[src/rtl/pullup_bus_sched.sv]
// Round-robin scheduler for a shared open-drain line held high by a pullup.
// Serializes the granted word MSB-first, reads the line back for collisions, then settles.
module pullup_bus_sched #(
  parameter int NREQ          = 4,
  parameter int WIDTH         = 8,
  parameter int BIT_CYCLES    = 4,
  parameter int SETTLE_CYCLES = 2
) (
  input  logic                    clk,
  input  logic                    rst,
  input  logic [NREQ-1:0]         req,
  input  logic [NREQ*WIDTH-1:0]   data_in,
  input  logic                    line_in,
  output logic                    od_oe,
  output logic [NREQ-1:0]         gnt,
  output logic                    done,
  output logic                    err,
  output logic [WIDTH-1:0]        rx_data
);

  localparam int PW = (NREQ > 1) ? $clog2(NREQ) : 1;
  localparam int CW = (BIT_CYCLES > 1) ? $clog2(BIT_CYCLES) : 1;
  localparam int BW = (WIDTH > 1) ? $clog2(WIDTH) : 1;
  localparam int SW = (SETTLE_CYCLES > 1) ? $clog2(SETTLE_CYCLES) : 1;

  typedef enum logic [1:0] {IDLE, DRIVE, SETTLE} state_t;

  state_t            state;
  logic [PW-1:0]     rr_ptr;
  logic [PW-1:0]     winner;
  logic [PW-1:0]     idx;
  logic              found;
  logic [WIDTH-1:0]  sel_word;
  logic [WIDTH-1:0]  shreg;
  logic [CW-1:0]     cyc;
  logic [BW-1:0]     bitn;
  logic [SW-1:0]     scnt;
  logic              sample;
  logic              collide;

  assign sample  = (cyc == CW'(BIT_CYCLES - 1));
  // A released line that reads low means another device is pulling it.
  assign collide = ~od_oe & ~line_in;

  always_comb begin
    found  = 1'b0;
    winner = rr_ptr;
    idx    = rr_ptr;
    for (int k = 0; k < NREQ; k++) begin
      idx = PW'((int'(rr_ptr) + k) % NREQ);
      if (!found && req[idx]) begin
        found  = 1'b1;
        winner = idx;
      end
    end
  end

  always_comb begin
    sel_word = '0;
    for (int k = 0; k < NREQ; k++) begin
      if (PW'(k) == winner) sel_word = data_in[k*WIDTH +: WIDTH];
    end
  end

  always_ff @(posedge clk) begin
    if (rst) begin
      state   <= IDLE;
      od_oe   <= 1'b0;
      gnt     <= '0;
      done    <= 1'b0;
      err     <= 1'b0;
      rx_data <= '0;
      rr_ptr  <= '0;
      shreg   <= '0;
      cyc     <= '0;
      bitn    <= '0;
      scnt    <= '0;
    end else begin
      done <= 1'b0;
      err  <= 1'b0;
      case (state)
        IDLE: begin
          od_oe <= 1'b0;
          if (found) begin
            gnt    <= NREQ'(1) << winner;
            shreg  <= sel_word;
            od_oe  <= ~sel_word[WIDTH-1];
            cyc    <= '0;
            bitn   <= '0;
            rr_ptr <= (winner == PW'(NREQ - 1)) ? '0 : winner + 1'b1;
            state  <= DRIVE;
          end
        end
        DRIVE: begin
          if (!sample) begin
            cyc <= cyc + 1'b1;
          end else begin
            rx_data <= {rx_data[WIDTH-2:0], line_in};
            shreg   <= shreg << 1;
            if (collide) begin
              err   <= 1'b1;
              gnt   <= '0;
              od_oe <= 1'b0;
              scnt  <= '0;
              state <= SETTLE;
            end else if (bitn == BW'(WIDTH - 1)) begin
              done  <= 1'b1;
              gnt   <= '0;
              od_oe <= 1'b0;
              scnt  <= '0;
              state <= SETTLE;
            end else begin
              bitn  <= bitn + 1'b1;
              cyc   <= '0;
              od_oe <= ~shreg[WIDTH-2];
            end
          end
        end
        SETTLE: begin
          od_oe <= 1'b0;
          gnt   <= '0;
          if (scnt == SW'(SETTLE_CYCLES - 1)) state <= IDLE;
          else                                 scnt  <= scnt + 1'b1;
        end
        default: state <= IDLE;
      endcase
    end
  end

endmodule

[config.mk]
export PLATFORM = sky130hd
export DESIGN_NAME = pullup_bus_sched
export DESIGN_NICKNAME = d
export VERILOG_FILES = /design/src/rtl/pullup_bus_sched.sv
export SDC_FILE = /design/constraint.sdc
export NUM_CORES = 1
export LEC_CHECK = 0
export ABC_AREA = 1
export CORE_ASPECT_RATIO = 1.75
export CORE_MARGIN = 8
export CORE_UTILIZATION = 44
export CTS_CLUSTER_SIZE = 16
export DETAILED_ROUTE_END_ITERATION = 8
export PLACE_DENSITY = 0.77
export REMOVE_ABC_BUFFERS = 1
export SLEW_MARGIN = 10
export SYNTH_ARGS = -nofsm -noshare
export SYNTH_HDL_FRONTEND = slang
export SYNTH_SLANG_ARGS = --single-unit
[constraint.sdc]
create_clock -name clk -period 3.1 [get_ports clk]
set_input_delay 0.93 -clock clk [delete_from_list [all_inputs] [get_ports clk]]
set_output_delay 0.93 -clock clk [all_outputs]
set_load 0.01 [all_outputs]
==> flow_summary_export.csv, run 1 <==
group,metric,value,unit
worst_setup_path,reg2reg_to,"shreg[1]$_SDFFE_PP0P_",
detailed_routing,vias_per_cell,5.03,
final_layout,final_nets,432,
sta,setup_viol,0,
clock_network,cts_htree_levels,2,
detailed_routing,drt-total-wl,5760,um
global_routing,track_usage,16.0,%
pwr,p_int,1.67,mW
sta,max_freq,352,MHz
worst_setup_path,end_kind,"flop",
worst_setup_path,path_cells,"clkbuf_2 > nand2_1 > buf_4 > buf_4 > nand3_1 > nand4_1 > inv_1 > nand2_1 > nand2_2 > inv_1 > ha_1 > buf_4 > a21oi_1 > nand2_1 > o211ai_1 > nand3_1 > o21ai_2 > nand3_2 > nand2_2 > a21oi_2",
pwr,power.share.combinational,73.5,%
place,place_area,2710,um2
sta,max_slew_margin,58.5,%
worst_setup_path,crit_path_start_kind,"primary input",
detailed_routing,dr.pass1.iters,4,
sta,rsz0062_at_grt,"no",
flow_run,cap_violations,0,
final_layout,stdcell_area,2880,um2
worst_setup_path,crit_start,"req[1]",
yosys,synthCells,309,
pwr,p_per_area,1120,nW/um2
sta,tightestPinTransition,622,ps
yosys,synthAdderAreaFrac,6.79,%
status,outcome,"complete, no violations",
sta,skew,8.03,ps
place,io_buffer_count,53,
worst_setup_path,r2r_slack,420,ps
clock_network,clock_latency,280,ps
pwr,pwr-share-seq,17.4,%
final_layout,drive_gt1_share,19.1,%
worst_setup_path,r2r_start,"rr_ptr[0]$_SDFFE_PP0P_",
floorplanning,die_x,67.3,um
floorplanning,start_util,46.0,%
yosys,ys_seq_elements,32,
yosys,ys_types,27,
worst_setup_path,required,3270,ps
detailed_routing,drt_iter0_markers,58,
sta,min_period,2840,ps
clock_network,path_clk_slew,60,ps
sta,tns,0,ps
clock_network,cts_buffers,5,
clock_network,hold_buffers,0,
clock_network,cts-root-buf,"clkbuf_8",
worst_setup_path,crit_slowest_cell,"ha_1",
worst_setup_path,crit_path_max_fanout,8,
yosys,synth_xor_area_share,0.432,%
floorplanning,core,4400,um2
pwr,p_sw_share,47.9,%
worst_setup_path,rr_worst_depth,20,
worst_setup_path,critPathCapture,"shreg[1]$_SDFFE_PP0P_",
place,dp_hpwl,4410,um
yosys,syn-mean-instance-area,6.56,um2
global_routing,grt_pass1_wl,9140,um
yosys,yosys.area_share.simple,35.4,%
sta,slew_violations,0,
global_routing,grt_max_degree,21,
yosys,yosysSeqAreaShare,31.6,%
yosys,synth_warnings,0,
yosys,synth_top_family_by_area,"simple AND/OR/NAND/NOR gates",
floorplanning,rows,32,
worst_setup_path,max_stage_delay,200,ps
yosys,synth.mux.area_fraction,0,%
pwr,leakage,1.30,nW
floorplanning,io_pins,54,
final_layout,antenna_cells,0,
yosys,synth_area,2030,um2
pwr,switchingPower,1.54,mW
final_layout,final_common_cell,"nand2_1",
clock_network,cts_buffer_depth,2,
detailed_routing,drc,0,
place,gp_congestion,0.838,
place,post-place-ws,-505,ps
detailed_routing,wl_per_cell,13.3,um
clock_network,cts.sinks,32,
worst_setup_path,worstPathArrival,3020,ps
worst_hold_path,min_path_type,"reg2reg",
sta,layout_setup_ws,257,ps
floorplanning,die_h,106,um
floorplanning,dieArea,7120,um2
global_routing,grt_antenna_before_repair,0,
pwr,vdd_drop_max,1.06,mV
final_layout,final_cell_mix,"nand2_1 (78), clkdlybuf4s50_1 (49), dfxtp_1 (32)",
pwr,pwr-share-clk,9.1,%
global_routing,gr-total-overflow,0,
sta,finalHoldViolCount,0,
final_layout,syn2layout_area_growth,42.0,%
worst_setup_path,worstSetupPathType,"in2reg",
detailed_routing,ant_nets,0,
detailed_routing,num_vias,2178,
sta,finalCritPeriodShare,91.7,%
global_routing,grt_pass1_vias,2218,
clock_network,cts_tree,"built",
yosys,synth_compound_area_share,16.6,%
-- what timing repair did --
| item | 4_1_cts | 5_1_grt |
|---|---|---|
| pin swaps | 15 | 19 |
| setup buffers | 2 | 3 |
| setup endpoints to repair | 9 | 9 |
| gates resized for setup | 16 | 26 |
-- cells in the mapped netlist --
cell | instances | share of area [%]
nand2_1 | 86 | 16
o211ai_1 | 7 | 2.6
nand4_1 | 6 | 1.9
nor3_1 | 2 | 0.49
buf_6 | 1 | 0.56
nand2_4 | 3 | 1.7
a21oi_1 | 29 | 7.2
a22oi_1 | 1 | 0.37
xor2_1 | 1 | 0.43
nand2_2 | 5 | 1.5
buf_4 | 1 | 0.37
clkinv_1 | 3 | 0.56
inv_2 | 3 | 0.56
buf_2 | 2 | 0.49
dfxtp_1 | 32 | 32
ha_1 | 11 | 6.8
a21boi_0 | 1 | 0.37
a31oi_1 | 1 | 0.31
o21ai_1 | 3 | 0.74
o21ai_0 | 19 | 4.7
o21a_1 | 1 | 0.37
inv_1 | 30 | 5.6
clkbuf_1 | 6 | 1.1
nor2_8 | 1 | 0.99
nand3_1 | 17 | 4.2
nand3_2 | 6 | 3.0
nor2_1 | 31 | 5.7
-- cell families after synthesis --
group / count (synthesis)
buffers and inverters: 46
XOR/XNOR: 1
flip-flops: 32
AND/OR/NAND/NOR: 157
AO/OA/AOI/OAI: 62
adder cells (fa/ha/maj): 11
-- final cells by class --
type / instances / area [um2]
timing repair buffer: 76 / 683
inverter: 36 / 136
clock buffer: 6 / 72.6
fill: 414 / 1530
multi-input combinational: 231 / 1280
clock inverter: 1 / 5.00
sequential: 32 / 641
tap: 51 / 63.8
-- sequential cells by signal (all words and copies together), names as in the netlist, 2 cells and up --
| name | cells |
|---|---|
| shreg | 7 |
| rx_data | 8 |
| cyc | 2 |
| gnt | 4 |
| state | 2 |
| bitn | 3 |
| rr_ptr | 2 |
-- metal layers --
layer	vias to the layer above	wire length (um)	track usage, %
met5	-	0	0
met1	978	2160	14.5
met2	44	3260	30.6
met4	0	104	7.22
met3	7	244	4.35
li1	1149	-	-
-- power by group through the flow --
stage	Combinational [mW]	Clock [mW]	Sequential, mW
2_1_floorplan	1.41	0	0.571
3_3_place_gp	2.09	0	0.559
3_5_place_dp	2.13	0	0.560
4_1_cts	2.22	0.299	0.554
5_1_grt	2.63	0.320	0.568
6_report	2.36	0.292	0.559
-- worst min path at each step --
stage                          startpoint                     to  slack, ps  cells past startpoint
finish              shreg[4]$_SDFFE_PP0P_  shreg[4]$_SDFFE_PP0P_        450                      2
global route        shreg[4]$_SDFFE_PP0P_  shreg[4]$_SDFFE_PP0P_        460                      2
CTS                 shreg[5]$_SDFFE_PP0P_  shreg[5]$_SDFFE_PP0P_        440                      2
detailed placement  shreg[5]$_SDFFE_PP0P_  shreg[5]$_SDFFE_PP0P_        430                      2
global placement    shreg[5]$_SDFFE_PP0P_  shreg[5]$_SDFFE_PP0P_        420                      2
floorplan           shreg[1]$_SDFFE_PP0P_  shreg[1]$_SDFFE_PP0P_        420                      2
-- per-stage QoR --
stage / util, % / hold slack [ps] / instances / power (mW)
after floorplan: - / 417 / 299 / 1.98
after global routing: 65.3 / 465 / 433 / 3.52
after CTS: 64.1 / 445 / 430 / 3.08
after detailed placement: 61.4 / 435 / 421 / 2.69
final: 65.3 / 449 / 433 / 3.21
after global placement: 61.4 / 424 / 421 / 2.65
-- critical path, delay by kind of cell --
kind | cells | cell delay [ps]
adders and majority gates | 1 | 200
and+or+nand+nor | 9 | 840
AOI/OAI and AO/OA | 4 | 350
buffers and inverters | 6 | 700
Note: power is estimated with default switching activity, not from simulation.
==> run 2, diff against run 1 <==
--- a/config.mk
+++ b/config.mk
@@ -13,6 +13,7 @@
 export DETAILED_ROUTE_END_ITERATION = 8
 export PLACE_DENSITY = 0.77
 export REMOVE_ABC_BUFFERS = 1
+export SKIP_CTS_REPAIR_TIMING = 1
 export SLEW_MARGIN = 10
 export SYNTH_ARGS = -nofsm -noshare
 export SYNTH_HDL_FRONTEND = slang
==> flow_summary_export.csv, run 2 (synthesis results as in run 1) <==
group,metric,value,unit
worst_setup_path,worstSetupPathType,"in2reg",
worst_setup_path,end_kind,"flop",
pwr,p_per_area,1110,nW/um2
floorplanning,io_pins,54,
pwr,p_int,1.66,mW
floorplanning,rows,32,
sta,slew_violations,0,
global_routing,grt_pass1_vias,2181,
sta,rsz0062_at_grt,"yes",
final_layout,syn2layout_area_growth,42.5,%
worst_setup_path,r2r_slack,330,ps
global_routing,track_usage,15.8,%
flow_run,cap_violations,0,
status,outcome,"complete, no violations",
sta,skew,8.79,ps
detailed_routing,wl_per_cell,13.3,um
pwr,pwr-share-clk,9.2,%
pwr,leakage,1.32,nW
detailed_routing,drt_iter0_markers,57,
sta,finalHoldViolCount,0,
clock_network,cts-root-buf,"clkbuf_8",
place,gp_congestion,0.838,
sta,max_slew_margin,57.7,%
final_layout,final_cell_mix,"nand2_1 (77), clkdlybuf4s50_1 (49), dfxtp_1 (32)",
detailed_routing,drc,0,
final_layout,largest_reg_flops,8,
global_routing,grt_pass1_wl,9010,um
clock_network,cts.sinks,32,
pwr,switchingPower,1.53,mW
clock_network,clock_latency,280,ps
detailed_routing,ant_nets,0,
place,io_buffer_count,53,
clock_network,cts_buffers,5,
final_layout,final_common_cell,"nand2_1",
place,placed_cells,421,
clock_network,cts_tree,"built",
pwr,power.share.combinational,73.4,%
detailed_routing,num_vias,2200,
detailed_routing,dr.pass1.iters,4,
floorplanning,core,4400,um2
clock_network,cts_htree_levels,2,
pwr,vdd_drop_max,1.03,mV
clock_network,cts_buffer_depth,2,
final_layout,stdcell_count,432,
floorplanning,dieArea,7120,um2
pwr,pwr-share-seq,17.5,%
floorplanning,die_h,106,um
final_layout,antenna_cells,0,
detailed_routing,drt-total-wl,5730,um
sta,timing.hold.ws,447,ps
detailed_routing,vias_per_cell,5.09,
sta,setup_viol,0,
sta,min_period,2960,ps
sta,finalCritPeriodShare,95.4,%
final_layout,top_regs,"rx_data: 8 flops, shreg: 7 flops, gnt: 4 flops",
global_routing,grt_antenna_before_repair,0,
sta,tightestPinTransition,634,ps
global_routing,gr-total-overflow,0,
floorplanning,start_util,46.0,%
global_routing,grt_max_degree,21,
floorplanning,die_x,67.3,um
place,dp_hpwl,4410,um
worst_setup_path,crit_path_max_fanout,8,
final_layout,regMostFlops,"rx_data",
worst_hold_path,min_path_type,"reg2reg",
final_layout,final_nets,431,
final_layout,fill_cells,412,
sta,max_freq,338,MHz
final_layout,drive_gt1_share,18.6,%
worst_setup_path,worstPathArrival,3130,ps
worst_setup_path,required,3270,ps
clock_network,path_clk_slew,60,ps
pwr,p_sw_share,48.0,%
sta,tns,0,ps
worst_setup_path,crit_path_start_kind,"primary input",
## run 2: changes by cell type in the layout (fill, tap and decap cells not counted), sizes merged
cell          delta
buf              -1
clkbuf           -2
clkinv           -1
dlymetal6s2s     +2
inv              +1
## run 2: layer usage
layer / global-route usage (%) / part of all wire (%) / vias to the layer above
met4: 7.22 / 2.0 / 0
li1: - / - / 1150
met5: 0 / 0 / -
met3: 4.35 / 4.7 / 9
met1: 14.3 / 38 / 989
met2: 30.0 / 56 / 52
## run 2: critical path, cell delays in order
cell and delay [ps]:
dlymetal6s2s_1 130, nand2_1 90, nand2_1 70, nand2_2 80, nand2_4 80, nor2_8 120, nand4_1 140, inv_1 110
nand2_1 60, nand2_2 110, inv_1 80, ha_1 210, buf_4 160, a21oi_1 150, nand2_2 60, o211ai_1 100
nand3_1 130, o21ai_2 90, nand3_2 90, nand2_2 80, a21oi_2 40
## run 2: final cells by class
class / count / area [um2] / share of cell area, %
Multi-Input combinational cell: 231 / 1280 / 44.3
Clock inverter: 1 / 5.00 / 0.173
Timing Repair Buffer: 75 / 691 / 23.9
Tap cell: 51 / 63.8 / 2.21
Inverter: 36 / 135 / 4.68
Sequential cell: 32 / 641 / 22.2
Clock buffer: 6 / 72.6 / 2.51
## run 2: through the flow
stage          area [um2]  power (mW)  utilization, %  setup slack [ps]
5_1_grt              2890        3.50            65.6             -57.2
3_3_place_gp         2710        2.65            61.4              -463
6_report             2890        3.19            65.6               141
4_1_cts              2780        2.99            63.2              -227
3_5_place_dp         2710        2.69            61.4              -505
2_1_floorplan        1980        1.98               -              52.3
## run 2: final timing paths
path	startpoint	to	cells after the start
min	shreg[4]$_SDFFE_PP0P_	shreg[4]$_SDFFE_PP0P_	2
max reg2reg	rr_ptr[1]$_SDFFE_PP0P_	shreg[1]$_SDFFE_PP0P_	21
max	req[1]	shreg[1]$_SDFFE_PP0P_	21
min reg2reg	shreg[4]$_SDFFE_PP0P_	shreg[4]$_SDFFE_PP0P_	2
## run 2: power groups by stage
stage / logic, mW / registers, mW / clock network, mW
finish: 2.34 / 0.558 / 0.293
global route: 2.61 / 0.567 / 0.320
global placement: 2.09 / 0.559 / 0
CTS: 2.14 / 0.552 / 0.299
detailed placement: 2.13 / 0.560 / 0
floorplan: 1.41 / 0.571 / 0
==> run 3, diff against run 2 <==
--- a/config.mk
+++ b/config.mk
@@ -13,6 +13,7 @@
 export DETAILED_ROUTE_END_ITERATION = 8
 export PLACE_DENSITY = 0.77
 export REMOVE_ABC_BUFFERS = 1
+export SETUP_SLACK_MARGIN = 0.4
 export SKIP_CTS_REPAIR_TIMING = 1
 export SLEW_MARGIN = 10
 export SYNTH_ARGS = -nofsm -noshare
==> flow_summary_export.csv, run 3 (synthesis results as in run 1) <==
group,metric,value,unit
clock_network,cts-root-buf,"clkbuf_8",
global_routing,grt_max_degree,21,
worst_hold_path,holdPathStages,2,
worst_hold_path,min_from,"shreg[4]$_SDFFE_PP0P_",
worst_setup_path,crit_slowest_cell,"ha_1",
place,gp_congestion,0.838,
status,outcome,"complete, no violations",
floorplanning,io_pins,54,
pwr,leakage,1.34,nW
final_layout,finish.utilization,67.9,%
global_routing,grt_pass1_wl,9010,um
pwr,p_per_area,1130,nW/um2
worst_setup_path,crit_path_max_fanout,7,
final_layout,final_common_cell,"nand2_1",
sta,timing.hold.ws,447,ps
clock_network,clock_latency,280,ps
final_layout,stdcell_count,435,
place,dp_hpwl,4410,um
clock_network,cts.sinks,32,
pwr,vdd_drop_max,0.996,mV
clock_network,cts_buffers,5,
worst_setup_path,max_stage_delay,220,ps
final_layout,final_cell_mix,"nand2_1 (71), clkdlybuf4s50_1 (49), dfxtp_1 (32)",
final_layout,regMostFlops,"rx_data",
detailed_routing,dr.pass1.iters,4,
sta,skew,8.87,ps
floorplanning,dieArea,7120,um2
worst_setup_path,required,3270,ps
final_layout,largest_reg_flops,8,
place,post-place-ws,-505,ps
final_layout,top_regs,"rx_data: 8 flops, shreg: 7 flops, gnt: 4 flops",
clock_network,cts_buffer_depth,2,
flow_run,cap_violations,0,
place,placed_cells,421,
sta,rsz0062_at_grt,"yes",
floorplanning,die_x,67.3,um
global_routing,grt_pass1_vias,2181,
sta,layout_setup_ws,224,ps
detailed_routing,wl_per_cell,13.6,um
global_routing,track_usage,15.8,%
sta,min_period,2880,ps
place,io_buffer_count,53,
sta,tightestPinTransition,615,ps
clock_network,cts_tree,"built",
sta,setup_viol,0,
floorplanning,rows,32,
worst_hold_path,min_path_type,"reg2reg",
final_layout,final_nets,434,
worst_setup_path,cp.depth,20,
sta,slew_violations,0,
floorplanning,core,4400,um2
sta,finalCritPeriodShare,92.8,%
worst_hold_path,min_to,"shreg[4]$_SDFFE_PP0P_",
clock_network,cts_htree_levels,2,
detailed_routing,drc,0,
floorplanning,die_h,106,um
detailed_routing,num_vias,2237,
worst_setup_path,critPathTopFamily,"simple AND/OR/NAND/NOR gates",
sta,finalHoldViolCount,0,
floorplanning,start_util,46.0,%
sta,max_slew_margin,58.9,%
global_routing,grt_antenna_before_repair,0,
worst_setup_path,rr_worst_depth,20,
sta,max_freq,348,MHz
worst_setup_path,critPathBufInv,4,
detailed_routing,ant_nets,0,
final_layout,antenna_cells,0,
pwr,power,3.37,mW
worst_setup_path,r2r_slack,320,ps
detailed_routing,drt_iter0_markers,68,
detailed_routing,drt-total-wl,5930,um
worst_setup_path,worstPathArrival,3050,ps
worst_setup_path,path_cells,"buf_6 > inv_1 > nand2_2 > nand2_1 > nand2_1 > o21ai_2 > nand4_1 > inv_1 > nand2_1 > a21boi_2 > ha_1 > buf_4 > a21oi_2 > nand2_2 > o211ai_1 > nand3_1 > o21ai_2 > nand3_2 > nand2_2 > a21oi_2",
detailed_routing,vias_per_cell,5.14,
clock_network,path_clk_slew,60,ps
worst_setup_path,worstSetupPathType,"in2reg",
worst_setup_path,end_kind,"flop",
final_layout,drive_gt1_share,23.7,%
final_layout,syn2layout_area_growth,47.5,%
worst_setup_path,r2r_start,"rr_ptr[1]$_SDFFE_PP0P_",
global_routing,gr-total-overflow,0,
worst_setup_path,crit_path_start_kind,"primary input",
worst_setup_path,reg2reg_to,"shreg[1]$_SDFFE_PP0P_",
==> run 3: cell types whose count changed in the layout (fill, tap and decap cells not counted), moves of 2 or more <==
cell            before  now
nand2_4              4    8
a21oi_2              3    5
nand2_1             77   71
buf_4               22   24
dlymetal6s2s_1       2    0
a21oi_1             26   24
nand2_2             13   15
inv_1               28   26
clkbuf_2             2    0
inv_2                6    8
buf_6                0    4
==> run 3: worst max-delay path by stage <==
stage,startpoint,endpoint,slack (ps)
final,req[1],shreg[1]$_SDFFE_PP0P_,220
after global routing,req[1],shreg[6]$_SDFFE_PP0P_,80
after CTS,req[1],shreg[1]$_SDFFE_PP0P_,-230
after detailed placement,req[0],shreg[1]$_SDFFE_PP0P_,-500
after global placement,req[3],shreg[1]$_SDFFE_PP0P_,-460
after floorplan,req[1],shreg[1]$_SDFFE_PP0P_,50
==> run 3: routing by layer <==
| layer | part of all wire [%] | up-vias | GRT usage [%] |
|---|---|---|---|
| met5 | 0 | - | 0 |
| met1 | 38 | 1023 | 14.3 |
| li1 | - | 1156 | - |
| met4 | 1.7 | 0 | 7.22 |
| met3 | 4.1 | 7 | 4.35 |
| met2 | 56 | 51 | 30.0 |
==> run 3: area by class of cell <==
class	count	area, um2
clock inverter	1	5.00
inverter	36	138
fill	397	1410
multi-input combinational	231	1340
tap	51	63.8
sequential	32	641
clock buffer	6	72.6
timing repair buffer	78	731
==> run 3: worst register-to-register path, cell delays in order, from the launching register on <==
cell	delay [ps]
dfxtp_1	460
inv_2	130
nand2_1	90
nand2_1	80
nand2_2	90
nand2_4	80
nor2_8	120
nand4_1	140
inv_1	110
nand2_1	90
a21boi_2	180
ha_1	220
buf_4	170
a21oi_2	120
nand2_2	60
o211ai_1	100
nand3_1	130
o21ai_2	90
nand3_2	90
nand2_2	80
a21oi_2	40
==> run 3: where the power goes <==
group,internal (mW),leakage [nW],switching (mW),total [mW]
registers,0.502,0.261,0.0555,0.558
clock network,0.152,0.0410,0.141,0.293
logic,1.10,1.04,1.42,2.52
total,1.76,1.34,1.61,3.37
==> run 3: stage by stage <==
| stage | instance area, um2 | TNS (ps) |
|---|---|---|
| 3_5_place_dp | 2710 | -4440 |
| 6_report | 2990 | 0 |
| 2_1_floorplan | 1980 | 0 |
| 3_3_place_gp | 2710 | -3770 |
| 5_1_grt | 2990 | 0 |
| 4_1_cts | 2780 | -1470 |
